--- src/rtl/shift_feeder.sv ---
// shift_feeder: serializes parallel words into a bit stream for a downstream
// shift register, one bit per clock, with an optional idle gap after each word.
//
// Parameters
//   WIDTH  bits per word (2..16)
//   GAP    idle cycles inserted after each word (0..15)
//
// Ports
//   clk       rising-edge clock
//   rst_n     synchronous active-low reset
//   in_data   parallel word, captured on an in_valid/in_ready handshake
//   in_dir    direction tag: 0 = MSB first, 1 = LSB first
//   in_valid  upstream word available
//   in_ready  block can accept a word this cycle (never depends on in_valid)
//   d         serial bit to the downstream register (registered)
//   dir       direction to the downstream register (registered, held)
//   busy      high while shifting or in the gap (registered)
//   done      pulses in the cycle the last bit of a word is on d (registered)
module shift_feeder #(
  parameter int WIDTH = 4,
  parameter int GAP   = 0
) (
  input  logic             clk,
  input  logic             rst_n,
  input  logic [WIDTH-1:0] in_data,
  input  logic             in_dir,
  input  logic             in_valid,
  output logic             in_ready,
  output logic             d,
  output logic             dir,
  output logic             busy,
  output logic             done
);

  typedef enum logic [1:0] {
    ST_IDLE  = 2'd0,
    ST_SHIFT = 2'd1,
    ST_GAP   = 2'd2
  } state_t;

  localparam logic [3:0] LAST_BIT = 4'(WIDTH - 1);
  localparam logic [3:0] LAST_GAP = (GAP > 0) ? 4'(GAP - 1) : 4'd0;

  state_t           state_q, state_d;
  logic [3:0]       cnt_q, cnt_d;
  logic [WIDTH-1:0] shift_q, shift_d;
  logic             d_q, d_d;
  logic             dir_q, dir_d;
  logic             busy_q, busy_d;
  logic             done_q, done_d;

  logic             accept;
  logic [WIDTH-1:0] word_oriented;

  // Words are stored so that the next bit to send is always the MSB;
  // an LSB-first word is therefore bit-reversed once at capture time.
  function automatic logic [WIDTH-1:0] orient(input logic [WIDTH-1:0] w,
                                              input logic             lsb_first);
    logic [WIDTH-1:0] r;
    r = w;
    if (lsb_first) begin
      for (int i = 0; i < WIDTH; i++) begin
        r[i] = w[WIDTH-1-i];
      end
    end
    return r;
  endfunction

  // Ready in IDLE, or in the final bit cycle when no gap follows so that
  // back-to-back words stream without a bubble. Forced low during reset.
  assign in_ready = rst_n &&
                    ((state_q == ST_IDLE) ||
                     ((GAP == 0) && (state_q == ST_SHIFT) && (cnt_q == LAST_BIT)));

  assign accept        = in_valid && in_ready;
  assign word_oriented = orient(in_data, in_dir);

  always_comb begin
    state_d = state_q;
    cnt_d   = cnt_q;
    shift_d = shift_q;
    d_d     = 1'b0;
    dir_d   = dir_q;
    busy_d  = 1'b0;
    done_d  = 1'b0;

    case (state_q)
      ST_IDLE: begin
        state_d = ST_IDLE;
      end
      ST_SHIFT: begin
        if (cnt_q != LAST_BIT) begin
          cnt_d   = cnt_q + 4'd1;
          d_d     = shift_q[WIDTH-1];
          shift_d = shift_q << 1;
          busy_d  = 1'b1;
          done_d  = ((cnt_q + 4'd1) == LAST_BIT);
        end else if (GAP > 0) begin
          state_d = ST_GAP;
          cnt_d   = 4'd0;
          busy_d  = 1'b1;
        end else begin
          state_d = ST_IDLE;
          cnt_d   = 4'd0;
        end
      end
      ST_GAP: begin
        if (cnt_q == LAST_GAP) begin
          state_d = ST_IDLE;
          cnt_d   = 4'd0;
        end else begin
          cnt_d  = cnt_q + 4'd1;
          busy_d = 1'b1;
        end
      end
      default: begin
        state_d = ST_IDLE;
        cnt_d   = 4'd0;
      end
    endcase

    // A handshake overrides whatever the current state decided: the first
    // bit goes straight to d so it appears one cycle after the edge.
    if (accept) begin
      state_d = ST_SHIFT;
      cnt_d   = 4'd0;
      d_d     = word_oriented[WIDTH-1];
      shift_d = word_oriented << 1;
      dir_d   = in_dir;
      busy_d  = 1'b1;
      done_d  = 1'b0;
    end
  end

  always_ff @(posedge clk) begin
    if (!rst_n) begin
      state_q <= ST_IDLE;
      cnt_q   <= 4'd0;
      shift_q <= '0;
      d_q     <= 1'b0;
      dir_q   <= 1'b0;
      busy_q  <= 1'b0;
      done_q  <= 1'b0;
    end else begin
      state_q <= state_d;
      cnt_q   <= cnt_d;
      shift_q <= shift_d;
      d_q     <= d_d;
      dir_q   <= dir_d;
      busy_q  <= busy_d;
      done_q  <= done_d;
    end
  end

  assign d    = d_q;
  assign dir  = dir_q;
  assign busy = busy_q;
  assign done = done_q;

endmodule

--- config.mk ---
export PLATFORM = sky130hd
export DESIGN_NAME = shift_feeder
export DESIGN_NICKNAME = d
export VERILOG_FILES = /design/src/rtl/shift_feeder.sv
export SDC_FILE = /design/constraint.sdc
export NUM_CORES = 1
export LEC_CHECK = 0
export CAP_MARGIN = 20
export CORE_AREA = 5 5 42 44
export DETAILED_ROUTE_END_ITERATION = 8
export DIE_AREA = 0 0 47 49
export DONT_BUFFER_PORTS = 1
export PLACE_DENSITY = 0.7
export SLEW_MARGIN = 20
export SYNTH_ARGS = -nofsm -noshare
export SYNTH_HDL_FRONTEND = slang
export SYNTH_SLANG_ARGS = --single-unit
export TNS_END_PERCENT = 1
--- constraint.sdc ---
create_clock -name clk -period 1.2 [get_ports clk]
set_clock_uncertainty 0.05 [all_clocks]
set_input_delay 0.18 -clock clk [delete_from_list [all_inputs] [get_ports clk]]
set_output_delay 0.18 -clock clk [all_outputs]
set_load 0.02 [all_outputs]
# Word-level counts from Yosys, hierarchy flattened
# Index checks and enable logic that the tools add are counted.
# word_totals
latchBits,0
rom_bits,0
output_inout_bits,5
n_memories,0
regBits,13
mem_bits_rw,0
# classes
div_mod_pow,0
muxes,18
mul,0
magnitude_cmp,0
shift,0
reduce_logical,13
addsub,1
n_eq_ne,9
n_bitwise,3
# op_table
op,n
$mux 4,6
$pmux 4 s3,1
$eq 4x2->1 const B,2
$mux 1,7
$ne 3x3->1 const B,2
$reduce_and 2->1,3
$add 4x1->4 const B,1
$logic_not 4->1,1
$mux 2,2
$ne 2x2->1 const B,2
$ne 4x2->1 const B,1
$pmux 2 s2,1
$reduce_bool 2->1,2
$reduce_or 4->1,1
$logic_and 1x1->1,3
$not 1->1,3
$eq 2x1->1 const B,1
$eq 2x2->1 const B,1
$logic_not 2->1,1
$pmux 1 s2,1
$reduce_or 2->1,1
$logic_or 1x1->1,1

# Depth between registers and ports, before layout
# Gate-level depths: netlist of the first run.
# logic_depth
word_depth,7
mapped_depth,4
mapped_depth_nobuf,4

# Worst setup path after synthesis of the first run
# Ideal clock, no wire load.
# synth_path
path_kind,reg-to-output
startpoint,register cnt_q[0]
endpoint,output in_ready
t_required_ns,0.970
slack_ns,-0.121
arrival_time_ns,1.091
path_stages_with_launch,5
n_path_buf,0
cell_sequence,dfxtp_1 ha_1 nor3b_4 o21ai_2 inv_1
# synth_between
elab_chain_len,4
# synth_rtl
element,line,source
"start, declared",45,"logic [3:0] cnt_q, cnt_d;"
"start signal, assigned",146,cnt_q <= cnt_d;
$eq 4x2->1,73,((GAP == 0) && (state_q == ST_SHIFT) && (cnt_q == LAST_BIT)));
$logic_and 1x1->1,73,
$logic_or 1x1->1,72,((state_q == ST_IDLE) ||
$logic_and 1x1->1,71,assign in_ready = rst_n &&
"end, declared",28,"output logic in_ready,"
# Every way passes these cells.

# Worst setup path in the final report of the first run
# Same ends and word-level chain as after synthesis.

==> summary.md, run 1 <==
| Metric | Value |
|---|---|
| Crit path DAT | `1.17 ns` |
| Seq cells post-synth | `12` |
| Total number of vias | `484` |
| Remaining global-route overflow | `0` |
| Status | `finished, violations left` |
| Reg2Reg Setup Slack | `-0.12 ns` |
| Worst vdd ir | `0.5772 mV` |
| Most used DFF post-synth | `dfxtp_1` |
| Gpl congestion | `just under 0.8` |
| Post-DP HPWL | `859 um` |
| Final worst-path cycle share | `116.5%` |
| RSZ-0062 raised after global routing | `true` |
| Post-Syn Area | `598.1 um^2` |
| PnR worst setup slack | `-0.1976 ns` |
| Most frequent cells in the layout | `dfxtp_1 (9), buf_4 (7), nand2_1 (5), a21oi_1 (5), nor2_1 (4)` |
| Final #Nets | `slightly below 90` |
| Initial core utilization | `a little over two fifths` |
| Sw power | `0.2176 mW` |
| Root Buffer | `clkbuf_4` |
| Met2 Track Usage GR | `18.55%` |
| Clock power frac | `36.1%` |
| H-tree levels | `1` |
| Critical Path RT | `0.97 ns` |
| WL/cell | `13.46 um` |
| Drt initial violations | `13` |
| Deepest clock path buffer count | `2` |
| Total track usage | `12.34%` |
| Synth warn | `0` |
| Failing checks | `setup timing` |
| IO Pins | `13` |
| Placed insts | `82` |
| Worst slew margin | `around 80%` |
| Cts bufs inserted | `3` |
| Global-route met3 utilization | `4.797%` |
| Critical setup path kind | `flop to output port` |
| Vias in the first global route | `511` |
| Crit path to | `in_ready` |
| GRT Max-Usage Layer | `met2` |
| P_leak | `between 0.3 and 0.4 nW` |
| Power per Cell Area | `1154 nW/um^2` |
| Min Hold Slack | `0.02718 ns` |
| # diodes | `0` |
| Hold Vio Cnt, Final | `0` |
| Crit path capture type | `output port` |
| Min-Delay Path Class | `input port to flop` |
| # rows | `14` |
| Pint | `0.6661 mW` |
| Setup violations, final | `10` |
| Max_cap viols | `0` |
| Routed Antenna Nets | `0` |
| Syn_area_per_cell | `9.345 um^2` |
| CTS tree | `yes` |
| First-pass iteration count of the detailed router | `4` |
| Cell Count, Final, Fillers Out | `slightly above 90` |
| Gate count of the mapped netlist | `64` |
| Core footprint | `1401 um^2` |
| Async SR Flop Fraction | `0%` |
| Synth unique cells | `29` |
| Residual DRC count | `0` |
| Initial antenna violation count | `0` |
| Total wire length | `1238 um` |
| Crit-path max FO | `2` |
| Die Wd | `47 um` |
| Share of cells above drive strength 1 | `a little over a third` |
| Largest net degree at the start of global routing | `8` |
| Utilization after layout | `54.64%` |
| Sw Share | `roughly 25%` |
| Slew Limit Fails | `0` |
| CTS sink count | `12` |
| Met1 usage | `roughly 16%` |
| Buffers on Ports | `0` |
| Reg-to-reg endpoint | `cnt_q[0]$_SDFFE_PP0P_` |
| Final min period | `1.398 ns` |
| Hold path depth | `2` |
| Post-synthesis sequential area ratio | `40.17%` |
| Reg2reg start | `cnt_q[0]$_SDFFE_PP0P_` |
| Global-route wire length before repair | `2104 um` |
| Part of the power in registers | `50.4%` |
| R2R depth | `5` |
| Post-synth EDFFs | `0` |
| Worst slew pin tran | `0.2960 ns` |
| Critical path launch point type | `flop` |
| Die Y | `49 um` |
| Area delta synth->final | `28.03%` |
| Clk slew on worst S/H paths | `0.08 ns` |
| Via density | `between 5 and 6` |
| Die area | `2303 um^2` |
| Max frequency | `about 720 MHz` |
| Logic gate share of total power | `13.5%` |
| Leading cell type in the layout, fill and taps excluded | `dfxtp_1` |
| Crit. Startpoint | `cnt_q[0]$_SDFFE_PP0P_` |
| Syn nets | `between 70 and 80` |
| Clock Latency Late Sink | `0.27 ns` |
worst min path at each step:
| stage | startpoint | slack (ns) | end |
|---|---|---|---|
| floorplan | in_dir | 0.27 | dir$_SDFFE_PN0P_ |
| global placement | in_valid | 0.23 | shift_q[1]$_SDFFE_PN0P_ |
| detailed placement | in_valid | 0.23 | shift_q[1]$_SDFFE_PN0P_ |
| CTS | rst_n | 0.01 | shift_q[3]$_SDFFE_PN0P_ |
| global route | in_valid | 0.02 | d$_SDFF_PN0_ |
| finish | in_valid | 0.03 | dir$_SDFFE_PN0P_ |
per-layer routing:
metal  part of all wire, %  vias to the layer above
li1                      -                      252
met1                    47                      219
met2                    48                       11
met3                   4.4                        2
met4                   1.1                        0
met5                     0                        -
critical path: stages (launching register included):
cell and delay, ns:
dfxtp_2 0.36, ha_4 0.14, nor3b_4 0.21, o21ai_2 0.09
inv_2 0.10
synthesized netlist by cell type, types with 2 or more instances:
master	instances	share of area, %
nor2_1	4	2.5
dfxtp_1	12	40
nand3_1	3	2.5
nand2_1	5	3.1
inv_1	4	2.5
a21oi_1	5	4.2
a211oi_1	2	2.5
mux2_2	2	3.8
o21ai_1	2	1.7
mux2i_1	3	5.0
nor2b_1	3	3.1
ha_1	2	4.2
layout make-up:
class / count / area, um^2
Sequential cell: 12 / 244.0
Clock buffer: 4 / 36.28
Inverter: 5 / 18.77
Multi-Input combinational cell: 45 / 364.1
Tap cell: 16 / 20.02
Fill cell: 132 / 635.6
Timing Repair Buffer: 10 / 82.58
flip-flops by register name (all words and copies together), names as in the netlist:
register / cells
d: 1
busy: 1
done: 1
state_q: 1
shift_q: 3
dir: 1
cnt_q: 4
cells by family (layout without fill, tap and decap cells):
group                    count (synthesis)  count (layout)  synth area share (%)
AND/OR/NAND/NOR                         22              22                 23.01
AO/OA/AOI/OAI                           15              15                 17.78
flip-flops                              12              12                 40.17
buffers and inverters                    7              19                 4.600
multiplexers                             5               5                 8.787
adder cells (fa/ha/maj)                  2               2                 4.183
XOR/XNOR                                 1               1                 1.465
what timing repair did:
item                                    4_1_cts  5_1_grt
endpoints found under the setup margin        9       12
buffers inserted                              3        0
endpoints found under the hold margin         4        0
hold buffers                                  3        0
pin swaps                                     4        1
resized for setup                             5        0
power groups by stage:
| stage | sequential, mW | clock, mW | combinational [mW] |
|---|---|---|---|
| 5_1_grt | 0.448 | 0.357 | 0.133 |
| 6_report | 0.445 | 0.319 | 0.120 |
| 3_5_place_dp | 0.455 | 0 | 0.0960 |
| 3_3_place_gp | 0.454 | 0 | 0.0958 |
| 2_1_floorplan | 0.455 | 0 | 0.0772 |
| 4_1_cts | 0.445 | 0.330 | 0.119 |
metrics by stage:
step	power, mW	setup WS (ns)	setup TNS [ns]	instance area [um^2]
after floorplan	0.5321	-0.04412	-0.06348	613.1
after global routing	0.9376	-0.2527	-1.460	765.7
final	0.8837	-0.1976	-0.8195	765.7
after detailed placement	0.5508	-0.06807	-0.1866	654.4
after global placement	0.5501	-0.04806	-0.08791	654.4
after CTS	0.8942	-0.1922	-0.6562	765.7
(Power assumes the default switching activity.)
==> run 2, diff against run 1 <==
--- a/config.mk
+++ b/config.mk
@@ -11,7 +11,6 @@
 export DIE_AREA = 0 0 47 49
 export DONT_BUFFER_PORTS = 1
 export PLACE_DENSITY = 0.7
-export SLEW_MARGIN = 20
 export SYNTH_ARGS = -nofsm -noshare
 export SYNTH_HDL_FRONTEND = slang
 export SYNTH_SLANG_ARGS = --single-unit
==> results of run 2 <==
The final DEF is identical to that of run 1; final timing and power are the same.
==> run 3, diff against run 2 <==
--- a/config.mk
+++ b/config.mk
@@ -11,6 +11,7 @@
 export DIE_AREA = 0 0 47 49
 export DONT_BUFFER_PORTS = 1
 export PLACE_DENSITY = 0.7
+export REMOVE_ABC_BUFFERS = 1
 export SYNTH_ARGS = -nofsm -noshare
 export SYNTH_HDL_FRONTEND = slang
 export SYNTH_SLANG_ARGS = --single-unit
==> run 3 against run 2 <==
Effect of this change: final cell count is 3.3% higher; critical path depth did not move; via count increased by 11%; combinational power rose by 7%; count of clock-buffer cells in the layout is the same; cell area increased by 3.1%; critical path type unchanged; the run still ends with setup timing left; total power is 1.8% higher.
==> summary.md, run 3 (synthesized netlist as in run 1, its figures left out) <==
| Metric | Value |
|---|---|
| Global-route wire length before repair | `2318 um (was 2104 um)` |
| Final #Nets | `90 (was 87)` |
| RSZ-0062 raised after global routing | `true (unchanged)` |
| Power per Cell Area | `1139 nW/um^2 (was 1154 nW/um^2)` |
| # rows | `14 (unchanged)` |
| Hold Vio Cnt, Final | `0 (unchanged)` |
| Crit path DAT | `1.18 ns (was 1.17 ns)` |
| Status | `finished, violations left (unchanged)` |
| Sw Share | `25.61% (was 24.63%)` |
| Residual DRC count | `0 (unchanged)` |
| Failing checks | `setup timing (unchanged)` |
| Total number of vias | `535 (was 484)` |
| Area post-placement | `646.9 um^2 (was 654.4 um^2)` |
| Post-DP HPWL | `919.9 um (was 859 um)` |
| IO Pins | `13 (unchanged)` |
| Slew Limit Fails | `0 (unchanged)` |
| CTS tree | `yes (unchanged)` |
| Power, Total | `0.8995 mW (was 0.8837 mW)` |
| Most frequent cells in the layout | `dfxtp_1 (10), buf_4 (9), nand2_1 (5), a21oi_1 (5) (was dfxtp_1 (9), buf_4 (7), nand2_1 (5), a21oi_1 (5), nor2_1 (4))` |
| Part of the power in registers | `49.2% (was 50.4%)` |
| Max reg flops | `4 (unchanged)` |
| Cell Count, Final, Fillers Out | `95 (was 92)` |
| Critical path launch point type | `flop (unchanged)` |
| Max frequency | `709.8 MHz (was 715.5 MHz)` |
| Clock power frac | `36.5% (was 36.1%)` |
| Critical Path RT | `0.97 ns (about the same)` |
| Initial antenna violation count | `0 (unchanged)` |
| Most flops, register | `cnt_q (unchanged)` |
| Area delta synth->final | `32.01% (was 28.03%)` |
| Worst slew margin | `83.60% (was 80.15%)` |
| Clk slew on worst S/H paths | `0.07 ns (was 0.08 ns)` |
| Clock Latency Late Sink | `0.28 ns (was 0.27 ns)` |
| PnR worst setup slack | `-0.2089 ns (was -0.1976 ns)` |
| Cts bufs inserted | `3 (unchanged)` |
| Initial core utilization | `42.68% (unchanged)` |
| Drt initial violations | `8 (was 13)` |
| Die Y | `49 um (unchanged)` |
| Worst vdd ir | `0.7986 mV (was 0.5772 mV)` |
| Total wire length | `1450 um (was 1238 um)` |
| R2R depth | `5 (unchanged)` |
| Critical setup path kind | `flop to output port (unchanged)` |
| Biggest regs | `cnt_q: 4 flops, shift_q: 3 flops (unchanged)` |
| Worst slew pin tran | `0.2445 ns (was 0.2960 ns)` |
| Crit-path max FO | `2 (unchanged)` |
| First-pass iteration count of the detailed router | `4 (unchanged)` |
| # diodes | `0 (unchanged)` |
| Placed insts | `83 (was 82)` |
| Remaining global-route overflow | `0 (unchanged)` |
| Via density | `5.632 (was 5.261)` |
| Vias in the first global route | `559 (was 511)` |
| WL/cell | `15.26 um (was 13.46 um)` |
| Min Hold Slack | `0.0008515 ns (was 0.02718 ns)` |
| Die area | `2303 um^2 (unchanged)` |
| Gpl congestion | `0.7469 (was 0.7739)` |
| Buffers on Ports | `0 (unchanged)` |
| Logic gate share of total power | `14.3% (was 13.5%)` |
| Max_cap viols | `0 (unchanged)` |
| Hold path depth | `1 (was 2)` |
| Sw power | `0.2304 mW (was 0.2176 mW)` |
| Post-route setup TNS | `-0.8591 ns (was -0.8195 ns)` |
| P_leak | `0.3270 nW (was 0.3128 nW)` |
| Min-Delay Path Class | `input port to flop (unchanged)` |
| H-tree levels | `1 (unchanged)` |
| Dpl ws | `-0.1733 ns (was -0.06807 ns)` |
| Deepest clock path buffer count | `2 (unchanged)` |
| Die Wd | `47 um (unchanged)` |
| Final instance area | `789.5 um^2 (was 765.7 um^2)` |
| Largest net degree at the start of global routing | `9 (was 8)` |
| Setup violations, final | `11 (was 10)` |
| Pint | `0.6691 mW (was 0.6661 mW)` |
| Share of cells above drive strength 1 | `36.71% (was 35.53%)` |
| Crit path capture type | `output port (unchanged)` |
| CTS sink count | `12 (unchanged)` |
| Final worst-path cycle share | `117.4% (was 116.5%)` |
| Leading cell type in the layout, fill and taps excluded | `dfxtp_1 (unchanged)` |
| Core footprint | `1401 um^2 (unchanged)` |
| Routed Antenna Nets | `0 (unchanged)` |
| Final min period | `1.409 ns (was 1.398 ns)` |
| Root Buffer | `clkbuf_4 (unchanged)` |
| Utilization after layout | `56.34% (was 54.64%)` |
| Total track usage | `13.56% (was 12.34%)` |
-- run 3: cell types whose count changed in the layout (fill, tap and decap cells not counted), sizes merged --
cell | before | now
dlygate4sd3 | 3 | 4
buf | 7 | 9
-- run 3: layout make-up --
cell class	count	area (um^2)
Inverter	5	18.77
Tap cell	16	20.02
Clock buffer	4	36.28
Fill cell	139	611.8
Multi-Input combinational cell	45	364.1
Sequential cell	12	242.7
Timing Repair Buffer	13	107.6
-- run 3: worst max-delay path, cell delays in order, from the launching register on --
cell,delay (ns)
dfxtp_2,0.35
ha_4,0.13
nor3b_4,0.21
o21ai_2,0.10
inv_2,0.11
-- run 3: what timing repair did --
action / 4_1_cts / 5_1_grt
gates resized for setup: 6 / 4
hold buffers: 3 / 1
pin swaps: 3 / 3
buffers inserted: 3 / 1
hold endpoints to repair: 4 / 1
setup endpoints to repair: 11 / 12
-- run 3: metal layers --
layer	global-route usage, %	vias to the layer above	wire (um)
li1	-	259	-
met1	15.30	258	545
met2	22.17	13	798
met5	0	-	0
met4	7.373	0	29
met3	3.321	5	77
-- run 3: path summary, 6_finish.rpt --
check	slack, ns	endpoint	from
worst max-delay path	-0.21	in_ready	cnt_q[0]$_SDFFE_PP0P_
worst min-delay path	0.0009	cnt_q[1]$_SDFFE_PP0P_	rst_n
worst max register to register	-0.13	cnt_q[0]$_SDFFE_PP0P_	cnt_q[0]$_SDFFE_PP0P_
worst min register to register	0.46	shift_q[2]$_SDFFE_PN0P_	shift_q[1]$_SDFFE_PN0P_
-- run 3: power groups by stage --
stage               combinational, mW  sequential [mW]  clock (mW)
floorplan                      0.0692            0.452           0
global placement               0.0970            0.448           0
detailed placement             0.0987            0.449           0
CTS                             0.121            0.440       0.336
global route                    0.141            0.444       0.357
finish                          0.129            0.442       0.329
